File: src/rtl/uarc_io_pkg.sv
// Shared I/O definitions for the uarc core's character devices.
// Holds the ASCII code type and the memory-mapped stdin/stdout addresses.
package uarc_io_pkg;

  localparam int WORD_MAG = 5;

  typedef logic [6:0] ascii_t;

  localparam ascii_t ASCII_NUL = 7'h00;

  localparam logic [31:0] STDIN_ADDR  = 32'h8000_0000;
  localparam logic [31:0] STDOUT_ADDR = 32'h8000_0001;

endpackage

File: src/rtl/sync_fifo.sv
// Single-clock FIFO with first-word-fall-through head and an asynchronous register read.
// The pointers carry one extra wrap bit so that full and empty can be told apart.
module sync_fifo #(
  parameter int WIDTH     = 7,
  parameter int DEPTH_MAG = 4
) (
  input  logic               clk,
  input  logic               reset_b,
  input  logic               push,
  input  logic               pop,
  input  logic [WIDTH-1:0]   din,
  output logic [WIDTH-1:0]   head,
  output logic               full,
  output logic               empty,
  output logic [DEPTH_MAG:0] count
);

  localparam int DEPTH = 1 << DEPTH_MAG;

  logic [WIDTH-1:0]   mem_q [DEPTH];
  logic [WIDTH-1:0]   mem_d [DEPTH];
  logic [DEPTH_MAG:0] wptr_q, wptr_d;
  logic [DEPTH_MAG:0] rptr_q, rptr_d;
  logic               do_push;
  logic               do_pop;

  assign empty = (wptr_q == rptr_q);
  assign full  = (wptr_q[DEPTH_MAG] != rptr_q[DEPTH_MAG]) &&
                 (wptr_q[DEPTH_MAG-1:0] == rptr_q[DEPTH_MAG-1:0]);
  assign count = wptr_q - rptr_q;

  // A push into a full FIFO is accepted only when the head leaves in the same cycle.
  assign do_pop  = pop && !empty;
  assign do_push = push && (!full || do_pop);

  assign head = empty ? '0 : mem_q[rptr_q[DEPTH_MAG-1:0]];

  always_comb begin
    mem_d  = mem_q;
    wptr_d = wptr_q;
    rptr_d = rptr_q;
    if (do_push) begin
      mem_d[wptr_q[DEPTH_MAG-1:0]] = din;
      wptr_d = wptr_q + 1'b1;
    end
    if (do_pop) begin
      rptr_d = rptr_q + 1'b1;
    end
  end

  always_ff @(posedge clk) begin
    if (!reset_b) begin
      wptr_q <= '0;
      rptr_q <= '0;
    end else begin
      wptr_q <= wptr_d;
      rptr_q <= rptr_d;
    end
  end

  always_ff @(posedge clk) begin
    mem_q <= mem_d;
  end

endmodule

File: src/rtl/kbd_rx_fifo.sv
// Keyboard receive stage: buffers ASCII codes from ps2_ascii and hands them to core0.
// Handshake: rx_send is valid, rx_send_ack is ready; a character transfers on a cycle where both are high.
module kbd_rx_fifo
  import uarc_io_pkg::*;
#(
  parameter int WORD_MAG       = uarc_io_pkg::WORD_MAG,
  parameter int DEPTH_MAG      = 4,
  parameter int DROP_CNT_WIDTH = 8,
  parameter int DROP_NUL       = 1
) (
  input  logic                        clk,
  input  logic                        reset_b,
  input  logic                        new_code,
  input  logic [6:0]                  ascii_code,
  input  logic                        rx_enable,
  output logic                        rx_send,
  input  logic                        rx_send_ack,
  output logic [(1<<WORD_MAG)-1:0]    rx_data,
  output logic [DEPTH_MAG:0]          fifo_count,
  output logic                        overflow,
  output logic [DROP_CNT_WIDTH-1:0]   drop_count,
  input  logic                        overflow_clear
);

  localparam int WORD_WIDTH = 1 << WORD_MAG;

  ascii_t                      head;
  logic                        full;
  logic                        empty;
  logic                        push_req;
  logic                        pop;
  logic                        drop;
  logic                        overflow_q, overflow_d;
  logic [DROP_CNT_WIDTH-1:0]   drop_count_q, drop_count_d;
  logic [DROP_CNT_WIDTH-1:0]   drop_base;

  assign push_req = new_code && !((DROP_NUL != 0) && (ascii_code == ASCII_NUL));
  assign rx_send  = rx_enable && !empty;
  assign pop      = rx_send && rx_send_ack;
  assign drop     = push_req && full && !pop;

  sync_fifo #(
    .WIDTH     ($bits(ascii_t)),
    .DEPTH_MAG (DEPTH_MAG)
  ) u_fifo (
    .clk     (clk),
    .reset_b (reset_b),
    .push    (push_req),
    .pop     (pop),
    .din     (ascii_code),
    .head    (head),
    .full    (full),
    .empty   (empty),
    .count   (fifo_count)
  );

  assign rx_data = {{(WORD_WIDTH-7){1'b0}}, head};

  // A clear and a drop in the same cycle leave the flag set and the counter at one.
  always_comb begin
    drop_base    = overflow_clear ? '0 : drop_count_q;
    overflow_d   = overflow_clear ? 1'b0 : overflow_q;
    drop_count_d = drop_base;
    if (drop) begin
      overflow_d = 1'b1;
      if (drop_base != {DROP_CNT_WIDTH{1'b1}}) begin
        drop_count_d = drop_base + 1'b1;
      end
    end
  end

  always_ff @(posedge clk) begin
    if (!reset_b) begin
      overflow_q   <= 1'b0;
      drop_count_q <= '0;
    end else begin
      overflow_q   <= overflow_d;
      drop_count_q <= drop_count_d;
    end
  end

  assign overflow   = overflow_q;
  assign drop_count = drop_count_q;

endmodule

File: config.mk
export PLATFORM = sky130hd
export DESIGN_NAME = kbd_rx_fifo
export DESIGN_NICKNAME = d
export VERILOG_FILES = /design/src/rtl/uarc_io_pkg.sv /design/src/rtl/sync_fifo.sv /design/src/rtl/kbd_rx_fifo.sv
export SDC_FILE = /design/constraint.sdc
export NUM_CORES = 1
export LEC_CHECK = 0
export ABC_AREA = 1
export CAP_MARGIN = 20
export CORE_MARGIN = 3
export CORE_UTILIZATION = 34
export DETAILED_ROUTE_END_ITERATION = 10
export GPL_TIMING_DRIVEN = 0
export PLACE_DENSITY = 0.63
export SKIP_CTS_REPAIR_TIMING = 1
export SKIP_LAST_GASP = 1
export SYNTH_ARGS = -nofsm -noshare
export SYNTH_HDL_FRONTEND = slang
export SYNTH_SLANG_ARGS = --single-unit
export TNS_END_PERCENT = 20
File: constraint.sdc
create_clock -name clk -period 2.8 [get_ports clk]
set_input_delay 0.28 -clock clk [delete_from_list [all_inputs] [get_ports clk]]
set_output_delay 0.28 -clock clk [all_outputs]
set_load 0.02 [all_outputs]
# Word level (Yosys, flattened, before mapping)

Cells that the tools add are included.
Widths: inputs -> output; s select.

Bits in registers: 131
Input port bits: 13
Output and inout port bits: 47
Logic and storage cells: 61

Add/sub/neg operators: 4
Order comparisons: 3
Eq/ne operators: 4
Multiplexer cells: 12
Bitwise gates (word level): 2
Reductions and logical operators: 16

Operator list:

| cell                | count |
|---|---|
| $bwmux 112          | 1 |
| $bmux 7 s4          | 1 |
| $demux 7 s4         | 1 |
| $mux 7              | 4 |
| $mux 8              | 3 |
| $add 5x1->5 const B | 2 |
| $ge 5x5->1 const B  | 2 |
| $not 4->5           | 2 |
| $logic_and 1x1->1   | 9 |
| $add 8x1->8 const B | 1 |
| $ne 8x8->1 const B  | 1 |
| $logic_not 7->1     | 1 |
| $eq 5x5->1          | 1 |
| $lt 5x1->1 const B  | 1 |
| $sub 5x5->5         | 1 |
| $eq 4x4->1          | 1 |
| $logic_not 1->1     | 4 |
| $mux 1              | 2 |
| $reduce_bool 2->1   | 1 |
| $logic_or 1x1->1    | 1 |
| $ne 1x1->1          | 1 |

# Logic depth before layout (Yosys ltp)

Gate-level depths: netlist of run 1.

Word-level depth: 7
Depth in mapped cells: 12
Depth with buffers taken out: 10

# Cells and area by module

Synthesis of run 1 repeated with hierarchy kept, for this count alone.

Cells, all modules: 719
Area total of the unflattened synthesis: 6457.4 um^2

By module, submodules not included:

| module      | times used | cells each | area each (um^2) | sequential area each (um^2) |
|---|---|---|---|---|
| sync_fifo   | 1          | 582        | 5604.1           | 3563.4 |
| kbd_rx_fifo | 1          | 137        | 853.3            | 180.2 |

# Worst setup path after synthesis of run 1

OpenSTA, ideal clock, no wires.

Path kind: register to register
Start: register u_fifo.rptr_q[1]
End: register u_fifo.mem_q[100] in the netlist's numbering (enable)
Library setup time: 0.360 ns
Arrival time: 1.831 ns
Data required time: 2.440 ns
Slack: 0.609 ns
Stages on the path, launching flop included: 11
Buffers on the path: 1
Clock period less this slack: 2.191 ns
Path through: dfxtp_1 -> inv_1 -> buf_2 -> ha_1 -> nand2_1 -> nor2_4 -> o211ai_4 -> nand2_4 -> inv_2 -> nand2_1 -> nor2_1

Cells in the longest elaborated chain, start to end: 7
Elaborated cells on any way between the ends: 10
Those cells by class: 2 x eq/ne; 8 x reduce/logical

RTL lines:

| element                  | line                               | text |
|---|---|---|
| start: declaration       | sync_fifo.sv:23                    | `logic [DEPTH_MAG:0] rptr_q, rptr_d;` |
| start signal: assignment | sync_fifo.sv:57                    | `rptr_q <= rptr_d;` |
| $eq 5x5->1               | sync_fifo.sv:27                    | `assign empty = (wptr_q == rptr_q);` |
| $logic_not 1->1          | sync_fifo.sv:33, kbd_rx_fifo.sv:38 |  |
| $logic_and 1x1->1        | kbd_rx_fifo.sv:38                  | `assign rx_send = rx_enable && !empty;` |
| $logic_and 1x1->1        | kbd_rx_fifo.sv:39                  | `assign pop = rx_send && rx_send_ack;` |
| $logic_and 1x1->1        | sync_fifo.sv:33                    | `assign do_pop = pop && !empty;` |
| $logic_or 1x1->1 *       | sync_fifo.sv:34                    | `assign do_push = push && (!full \|\| do_pop);` |
| $logic_and 1x1->1 *      | sync_fifo.sv:34                    |  |
| end signal: assignment   | sync_fifo.sv:62                    | `mem_q <= mem_d;` |
| end: declaration         | sync_fifo.sv:20                    | `logic [WIDTH-1:0] mem_q [DEPTH];` |

Every way passes the cells marked *; elsewhere a longest branch is shown, timed or not.
A chain may end at the register's enable or synchronous reset.

# Worst setup path in the final report of run 1

Start: input port ascii_code[0]
End: register u_fifo.mem_q[23] in the netlist's numbering (enable)

Cells in the longest elaborated chain, start to end: 4

RTL lines:

| element            | line              | text |
|---|---|---|
| start: declaration | kbd_rx_fifo.sv:14 | `input logic [6:0] ascii_code,` |
| $logic_not 7->1    | kbd_rx_fifo.sv:37 | `assign push_req = new_code && !((DROP_NUL != 0) && (ascii_code == ASCII_NUL));` |
| $logic_not 1->1    | kbd_rx_fifo.sv:37 |  |
| $logic_and 1x1->1  | kbd_rx_fifo.sv:37 |  |
| $logic_and 1x1->1  | sync_fifo.sv:34   |  |

Every way passes these cells.

==> metrics.log, run 1 <==
INFO  metric path_class = in -> reg
INFO  metric drtAntennaViolNets = 0
INFO  metric post-route-drc-count = 0
INFO  metric cp_max_fo = 17
INFO  metric final-hold-violation-count = 0
INFO  metric status = finished clean
INFO  metric max-vdd-ir-drop = 0.317 mV
INFO  metric routabilityCongestion = 0.828
INFO  metric number_of_pins_with_negative_max_slew_slack_in_the_final_report = 0
INFO  metric fillers = 1768
INFO  metric globalRouteOverflowTotal = 0
INFO  metric die_w = 143 um
INFO  metric placed_cells_incl_taps = 960
INFO  metric ys_ff_latch = 131
INFO  metric grt_setup_unrepaired = yes
INFO  metric cp-start-kind = primary input
INFO  metric final_min_period_over_clock_period = 0.987
INFO  metric min_period = 2760 ps
INFO  metric max_cap_violations = 0
INFO  metric timing.max_slew.rel_slack = 0.421
INFO  metric unique_masters_post_synth = 32
INFO  metric met2_length = 7600 um
INFO  metric tightestPinTransition = 867 ps
INFO  metric syn-mean-instance-area = 9.44 um2
INFO  metric arrival_time_at_the_worst_endpoint = 2810 ps
INFO  metric floorplan.initialDensity = 0.350
INFO  metric syn2layout_area_growth = 20.7%
INFO  metric layout_commonest_cell = sky130_fd_sc_hd__nand2_1
INFO  metric design.portCount = 60
INFO  metric drt-wirelength-per-cell = 15.0 um
INFO  metric routed_via_density = 4.69
INFO  metric power_per_cell_area = 609 nW/um2
INFO  metric dr.first_iter.drc_count = 343
INFO  metric grt_antenna_before_repair = 0
INFO  metric synth-warning-count = 0
INFO  metric highest-signal-layer = met4
INFO  metric critical-path-max-stage-delay = 970 ps
INFO  metric crit_required = 2850 ps
INFO  metric worst_clock_skew = 6.98 ps
INFO  metric power.leakage = 3.28 nW
INFO  metric fin_setup_tns = 0 ps
INFO  metric detailedRoute.firstPassIterationCount = 5
INFO  metric vias = 4653
INFO  metric io_buffer_count = 34
INFO  metric clk-insertion-delay-late = 420 ps
INFO  metric max_freq = 362 MHz
INFO  metric cts_root_buffer = sky130_fd_sc_hd__clkbuf_16
INFO  metric fp.dieH = 143 um
INFO  metric worst_setup_path_end_kind = flop
INFO  metric grt_pass1_wl = 23100 um
INFO  metric critical_path.most_common_cell = sky130_fd_sc_hd__nor2_1
INFO  metric crit_path_top_delay_cell = sky130_fd_sc_hd__clkdlybuf4s50_1
INFO  metric ordered_cell_list_for_the_critical_path = clkdlybuf4s50_1 -> nor2_1 -> nand2_1 -> nor2_1 -> nor2_1 -> nand2_4 -> inv_2 -> nand2_1 -> nor2_1
INFO  metric wl_met1 = 6420 um
INFO  metric cts-htree-levels = 4
INFO  metric most-common-layout-cells = 228 x sky130_fd_sc_hd__nand2_1, 112 x sky130_fd_sc_hd__edfxtp_1, 76 x sky130_fd_sc_hd__nor2_1, 49 x sky130_fd_sc_hd__inv_1, 44 x sky130_fd_sc_hd__nand3_1
INFO  metric syn-cell-area = 6350 um2
INFO  metric fin_nets = 775
INFO  metric register_to_register_setup_slack = 50 ps
INFO  metric drt-total-wl = 14900 um
INFO  metric placementRows = 49
INFO  metric netlist_instances = 673
INFO  metric diodes_inserted = 0
INFO  metric final.hold.worst_slack = 482 ps
INFO  metric ctsLongestPathBuffers = 2
INFO  metric clk_transition_reported_paths = 50 ps
INFO  metric min-delay-path-class = reg -> reg
INFO  metric numClockSinks = 131
INFO  metric detailed_place_hpwl = 10200 um
INFO  metric core_region_area = 18100 um2
INFO  metric drive_above_1_share = 0.136
INFO  metric grt_start_max_net_pins = 18
INFO  metric final-setup-viol-count = 0
INFO  metric routed-wl-met3 = 568 um
INFO  metric cts_tree = yes
INFO  metric instances_no_fill = 993
INFO  metric floorplan.die_area = 20400 um2
INFO  metric first_global_vias = 4372
INFO  metric cts_made_buffers = 17
INFO  metric track_usage = 0.150
INFO  metric synth.yosys.seq_area_share = 0.589
synthesized netlist by cell type, drive strengths merged:
cell,instances,share of area
inv,54,0.032
or2,1,0.00099
a21oi,24,0.024
xnor2,2,0.0028
ha,10,0.020
clkbuf,5,0.0030
nand2,234,0.14
conb,1,0.00059
nor2,83,0.056
xor2,7,0.0097
o211ai,1,0.0033
o21ai,28,0.022
nand3b,1,0.0012
dfxtp,19,0.060
nor3,1,0.0016
edfxtp,112,0.53
fa,1,0.0032
nand4,2,0.0020
nand3,44,0.035
clkinv,1,0.00059
buf,42,0.051
state kept, by name, indices dropped and copies added (netlist names):
| name | count |
|---|---|
| u_fifo.rptr_q | 5 |
| u_fifo.wptr_q | 5 |
| overflow | 1 |
| drop_count | 8 |
| u_fifo.mem_q | 112 |
stage by stage:
stage	area (um2)	util	worst slack, ps	power, W
detailed placement	7070	0.389	-522	0.00269
CTS	7610	0.419	-285	0.00471
global route	7660	0.422	-190	0.00483
floorplan	6440	-	609	0.00250
global placement	7070	0.389	-400	0.00268
finish	7660	0.422	37.6	0.00467
logic make-up (layout without fill, tap and decap cells):
| group | Yosys count | in the layout | share of synthesized area |
|---|---|---|---|
| AO/OA/AOI/OAI | 53 | 53 | 0.0491 |
| XOR/XNOR | 9 | 9 | 0.0124 |
| adder cells (fa/ha/maj) | 11 | 11 | 0.0229 |
| buffers and inverters | 102 | 169 | 0.0867 |
| flip-flops | 131 | 131 | 0.589 |
| other | 1 | 25 | 0.000590 |
| AND/OR/NAND/NOR | 366 | 366 | 0.239 |
metal layers:
layer / vias up / global-route usage
li1: 2303 / -
met2: 124 / 0.260
met5: - / 0
met4: 0 / 0.0605
met1: 2196 / 0.185
met3: 30 / 0.0285
critical path: cells and delay by family:
family / cells / cell delay, ps
buffers and inverters: 2 / 1100
AND/OR/NAND/NOR: 7 / 1420
where the power goes:
| group | internal, W | total [W] | switching (W) | leakage (nW) |
|---|---|---|---|---|
| Combinational | 0.000175 | 0.000491 | 0.000316 | 1.85 |
| Clock | 0.00124 | 0.00203 | 0.000786 | 0.265 |
| Sequential | 0.00214 | 0.00215 | 0.00000955 | 1.17 |
path summary, 6_finish.rpt:
path         cells past startpoint          endpoint              from
min                              2  u_fifo.wptr_q[4]  u_fifo.wptr_q[4]
max                              9  u_fifo.mem_q[23]     ascii_code[0]
min reg2reg                      2  u_fifo.wptr_q[4]  u_fifo.wptr_q[4]
max reg2reg                     10  u_fifo.mem_q[23]  u_fifo.rptr_q[1]
final cells by class:
| type | count | area, um2 | area share |
|---|---|---|---|
| plain buffers | 47 | 348 | 0.0454 |
| repair buffers | 35 | 378 | 0.0493 |
| clock buffers | 23 | 458 | 0.0598 |
| inverters | 55 | 213 | 0.0278 |
| well taps | 229 | 287 | 0.0374 |
| flip-flops and latches | 131 | 3740 | 0.489 |
| multi-input cells | 464 | 2150 | 0.281 |
| clock inverters | 9 | 83.8 | 0.0109 |
Power figures use the tool's default switching activity.
==> inputs of run 2 (changes only) <==
--- a/config.mk
+++ b/config.mk
@@ -14,6 +14,7 @@
 export PLACE_DENSITY = 0.63
 export SKIP_CTS_REPAIR_TIMING = 1
 export SKIP_LAST_GASP = 1
+export SLEW_MARGIN = 20
 export SYNTH_ARGS = -nofsm -noshare
 export SYNTH_HDL_FRONTEND = slang
 export SYNTH_SLANG_ARGS = --single-unit
==> results of run 2 <==
The final DEF is identical to that of run 1; final timing and power are the same.
==> inputs of run 3 (changes only) <==
--- a/config.mk
+++ b/config.mk
@@ -7,7 +7,6 @@
 export LEC_CHECK = 0
 export ABC_AREA = 1
 export CAP_MARGIN = 20
-export CORE_MARGIN = 3
 export CORE_UTILIZATION = 34
 export DETAILED_ROUTE_END_ITERATION = 10
 export GPL_TIMING_DRIVEN = 0
==> metrics.log, run 3 (synthesized netlist as in run 1, its figures left out) <==
INFO  metric status = complete, but fails checks
INFO  metric violated_checks = DRC, setup timing
INFO  metric fp.dieH = 139 um (-2.8%)
INFO  metric intPower = 0.00389 W (+9.2%)
INFO  metric drive_above_1_share = 0.131 (-0.00524)
INFO  metric path_class = reg -> out
INFO  metric floorplan.die_area = 19200 um2 (-5.5%)
INFO  metric crit_path_top_delay_cell = sky130_fd_sc_hd__clkdlybuf4s50_1
INFO  metric grtUsageMet2 = 0.277 (+0.0171)
INFO  metric combinationalPowerShare = 0.098 (-0.007)
INFO  metric reg2reg_from = u_fifo.rptr_q[1]
INFO  metric dr.first_iter.drc_count = 294 (-14%)
INFO  metric numClockSinks = 131 (unchanged)
INFO  metric placementRows = 49 (unchanged)
INFO  metric tightestPinTransition = 789 ps (-77.9 ps)
INFO  metric grt_start_max_net_pins = 18 (unchanged)
INFO  metric design.portCount = 60 (unchanged)
INFO  metric io_buffer_count = 34 (unchanged)
INFO  metric p_switching = 0.00112 W (+1.1%)
INFO  metric post-route-util = 0.426 (+0.00379)
INFO  metric power_per_cell_area = 648 nW/um2 (+6.3%)
INFO  metric die_w = 139 um (-2.8%)
INFO  metric final-hold-violation-count = 0 (unchanged)
INFO  metric drt-wirelength-per-cell = 14.9 um (-0.96%)
INFO  metric number_of_pins_with_negative_max_slew_slack_in_the_final_report = 0 (unchanged)
INFO  metric ordered_cell_list_for_the_critical_path = inv_1 -> clkbuf_4 -> ha_1 -> nand2_1 -> nor2_4 -> inv_2 -> nor2_8 -> a21oi_1 -> clkdlybuf4s50_1
INFO  metric grt_use_met1 = 0.190 (+0.00549)
INFO  metric hold_path.startpoint = overflow
INFO  metric setup_ws = -139 ps (-177 ps)
INFO  metric layout_commonest_cell = sky130_fd_sc_hd__nand2_1
INFO  metric placement.setup.worst_slack = -453 ps (+69.5 ps)
INFO  metric fin_area = 7730 um2 (+0.90%)
INFO  metric cp-start-kind = flop
INFO  metric grt_busiest_layer = met2
INFO  metric cts_tree = yes
INFO  metric final-setup-viol-count = 5 (+5)
INFO  metric hold-path-cell-count = 2 (unchanged)
INFO  metric grt_pass1_wl = 22800 um (-1.2%)
INFO  metric final_min_period_over_clock_period = 1.05 (+0.0631)
INFO  metric max_freq = 340 MHz (-6.0%)
INFO  metric fin_setup_tns = -185 ps (-185 ps)
INFO  metric worst-r2r-cell-count = 10 (unchanged)
INFO  metric crit_required = 2520 ps (-330 ps)
INFO  metric ctsLongestPathBuffers = 2 (unchanged)
INFO  metric drt-total-wl = 14800 um (-0.96%)
INFO  metric most-common-layout-cells = 228 x sky130_fd_sc_hd__nand2_1, 112 x sky130_fd_sc_hd__edfxtp_1, 76 x sky130_fd_sc_hd__nor2_1, 49 x sky130_fd_sc_hd__inv_1, 44 x sky130_fd_sc_hd__nand3_1
INFO  metric track_usage = 0.160 (+0.00984)
INFO  metric flip_flop_count_of_the_largest_register_after_layout = 112 (unchanged)
INFO  metric drtAntennaViolNets = 0 (unchanged)
INFO  metric arrival_time_at_the_worst_endpoint = 2660 ps (-150 ps)
INFO  metric largest-register = u_fifo.mem_q
INFO  metric r2r-end = u_fifo.mem_q[41]
INFO  metric post-layout-total-power = 0.00501 W (+7.3%)
INFO  metric cts_made_buffers = 17 (unchanged)
INFO  metric core_region_area = 18100 um2 (unchanged)
INFO  metric place_area = 7070 um2 (unchanged)
INFO  metric fin_nets = 775 (unchanged)
INFO  metric clk_transition_reported_paths = 50 ps (about the same)
INFO  metric power.leakage = 3.26 nW (-0.58%)
INFO  metric gr-usage-met3 = 0.0352 (+0.00675)
INFO  metric cts_root_buffer = sky130_fd_sc_hd__clkbuf_16
INFO  metric vias = 4551 (-2.2%)
INFO  metric routed_via_density = 4.58 (-2.2%)
INFO  metric grt_setup_unrepaired = yes
INFO  metric sequentialPowerShare = 0.429 (-0.032)
INFO  metric fillers = 1725 (-2.4%)
INFO  metric diodes_inserted = 0 (unchanged)
INFO  metric cts-htree-levels = 4 (unchanged)
INFO  metric grt_antenna_before_repair = 0 (unchanged)
INFO  metric routabilityCongestion = 0.810 (-2.2%)
INFO  metric worst_setup_path_end_kind = output port
INFO  metric min_period = 2940 ps (+177 ps)
INFO  metric critical-path-max-stage-delay = 650 ps (-320 ps)
INFO  metric detailedRoute.firstPassIterationCount = 8 (+3)
INFO  metric max-vdd-ir-drop = 0.427 mV (+35%)
INFO  metric hold-path-endpoint = overflow
INFO  metric register_to_register_setup_slack = 50 ps (about the same)
INFO  metric cp_max_fo = 10 (-7)
INFO  metric detailed_place_hpwl = 10100 um (-0.75%)
INFO  metric first_global_vias = 4284 (-2.0%)
INFO  metric power.switching_fraction = 0.224 (-0.0138)
INFO  metric clk-insertion-delay-late = 420 ps (about the same)
INFO  metric syn2layout_area_growth = 21.7%
INFO  metric power_frac_clock = 0.473 (+0.039)
INFO  metric globalRouteOverflowTotal = 0 (unchanged)
INFO  metric timing.max_slew.rel_slack = 0.472 (+0.0512)
INFO  metric max_cap_violations = 0 (unchanged)
INFO  metric post-route-drc-count = 8 (+8)
INFO  metric floorplan.initialDensity = 0.350 (unchanged)
INFO  metric min-delay-path-class = reg -> reg
INFO  metric worst_clock_skew = 6.28 ps (-0.702 ps)
-- run 3: cell count changes in the layout (fill, tap and decap cells not counted), moves of 3 or more --
cell and delta:
sky130_fd_sc_hd__dlymetal6s2s_1 -4, sky130_fd_sc_hd__bufinv_16 +4, sky130_fd_sc_hd__clkbuf_2 -3, sky130_fd_sc_hd__clkdlybuf4s50_1 +4
-- run 3: final cells by class --
| class | instances | area, um2 | area share |
|---|---|---|---|
| buffer | 47 | 344 | 0.0445 |
| clock buffer | 21 | 440 | 0.0570 |
| clock inverter | 11 | 184 | 0.0238 |
| inverter | 55 | 213 | 0.0275 |
| multi-input combinational | 464 | 2150 | 0.278 |
| sequential | 131 | 3740 | 0.484 |
| tap | 229 | 287 | 0.0371 |
| timing repair buffer | 35 | 368 | 0.0476 |
-- run 3: routing by layer --
metal	vias up	routed length [um]
met2	133	7590
met5	-	0
met4	0	231
met3	16	739
li1	2293	-
met1	2109	6230
-- run 3: metrics by stage --
step | hold slack, ps | std cells
5_1_grt | 496 | 993
6_report | 476 | 993
3_5_place_dp | 473 | 960
3_3_place_gp | 457 | 960
2_1_floorplan | 379 | 697
4_1_cts | 481 | 992
-- run 3: critical path, delay by kind of cell, from the launching register on --
kind / cells / cell delay, ps
compound gates: 1 / 220
simple gates: 3 / 220
buf+inv: 4 / 1080
fa+ha+maj: 1 / 320
flops: 1 / 380
-- run 3: how the worst max path moves through the flow --
| stage | startpoint | cells after the start | slack, ps | endpoint |
|---|---|---|---|---|
| after detailed placement | ascii_code[3] | 9 | -450 | u_fifo.mem_q[20] |
| after CTS | u_fifo.rptr_q[1] | 9 | -290 | rx_data[0] |
| after floorplan | u_fifo.rptr_q[1] | 10 | 610 | u_fifo.mem_q[100] |
| after global routing | u_fifo.rptr_q[1] | 9 | -240 | rx_data[0] |
| final | u_fifo.rptr_q[1] | 9 | -140 | rx_data[0] |
| after global placement | ascii_code[2] | 9 | -410 | u_fifo.mem_q[27] |
-- run 3: power by group through the flow --
stage | clock, W | sequential [W] | combinational (W)
after global placement | 0 | 0.00219 | 0.000493
after global routing | 0.00247 | 0.00215 | 0.000531
after floorplan | 0 | 0.00219 | 0.000313
after detailed placement | 0 | 0.00219 | 0.000496
after CTS | 0.00238 | 0.00215 | 0.000498
final | 0.00237 | 0.00215 | 0.000490
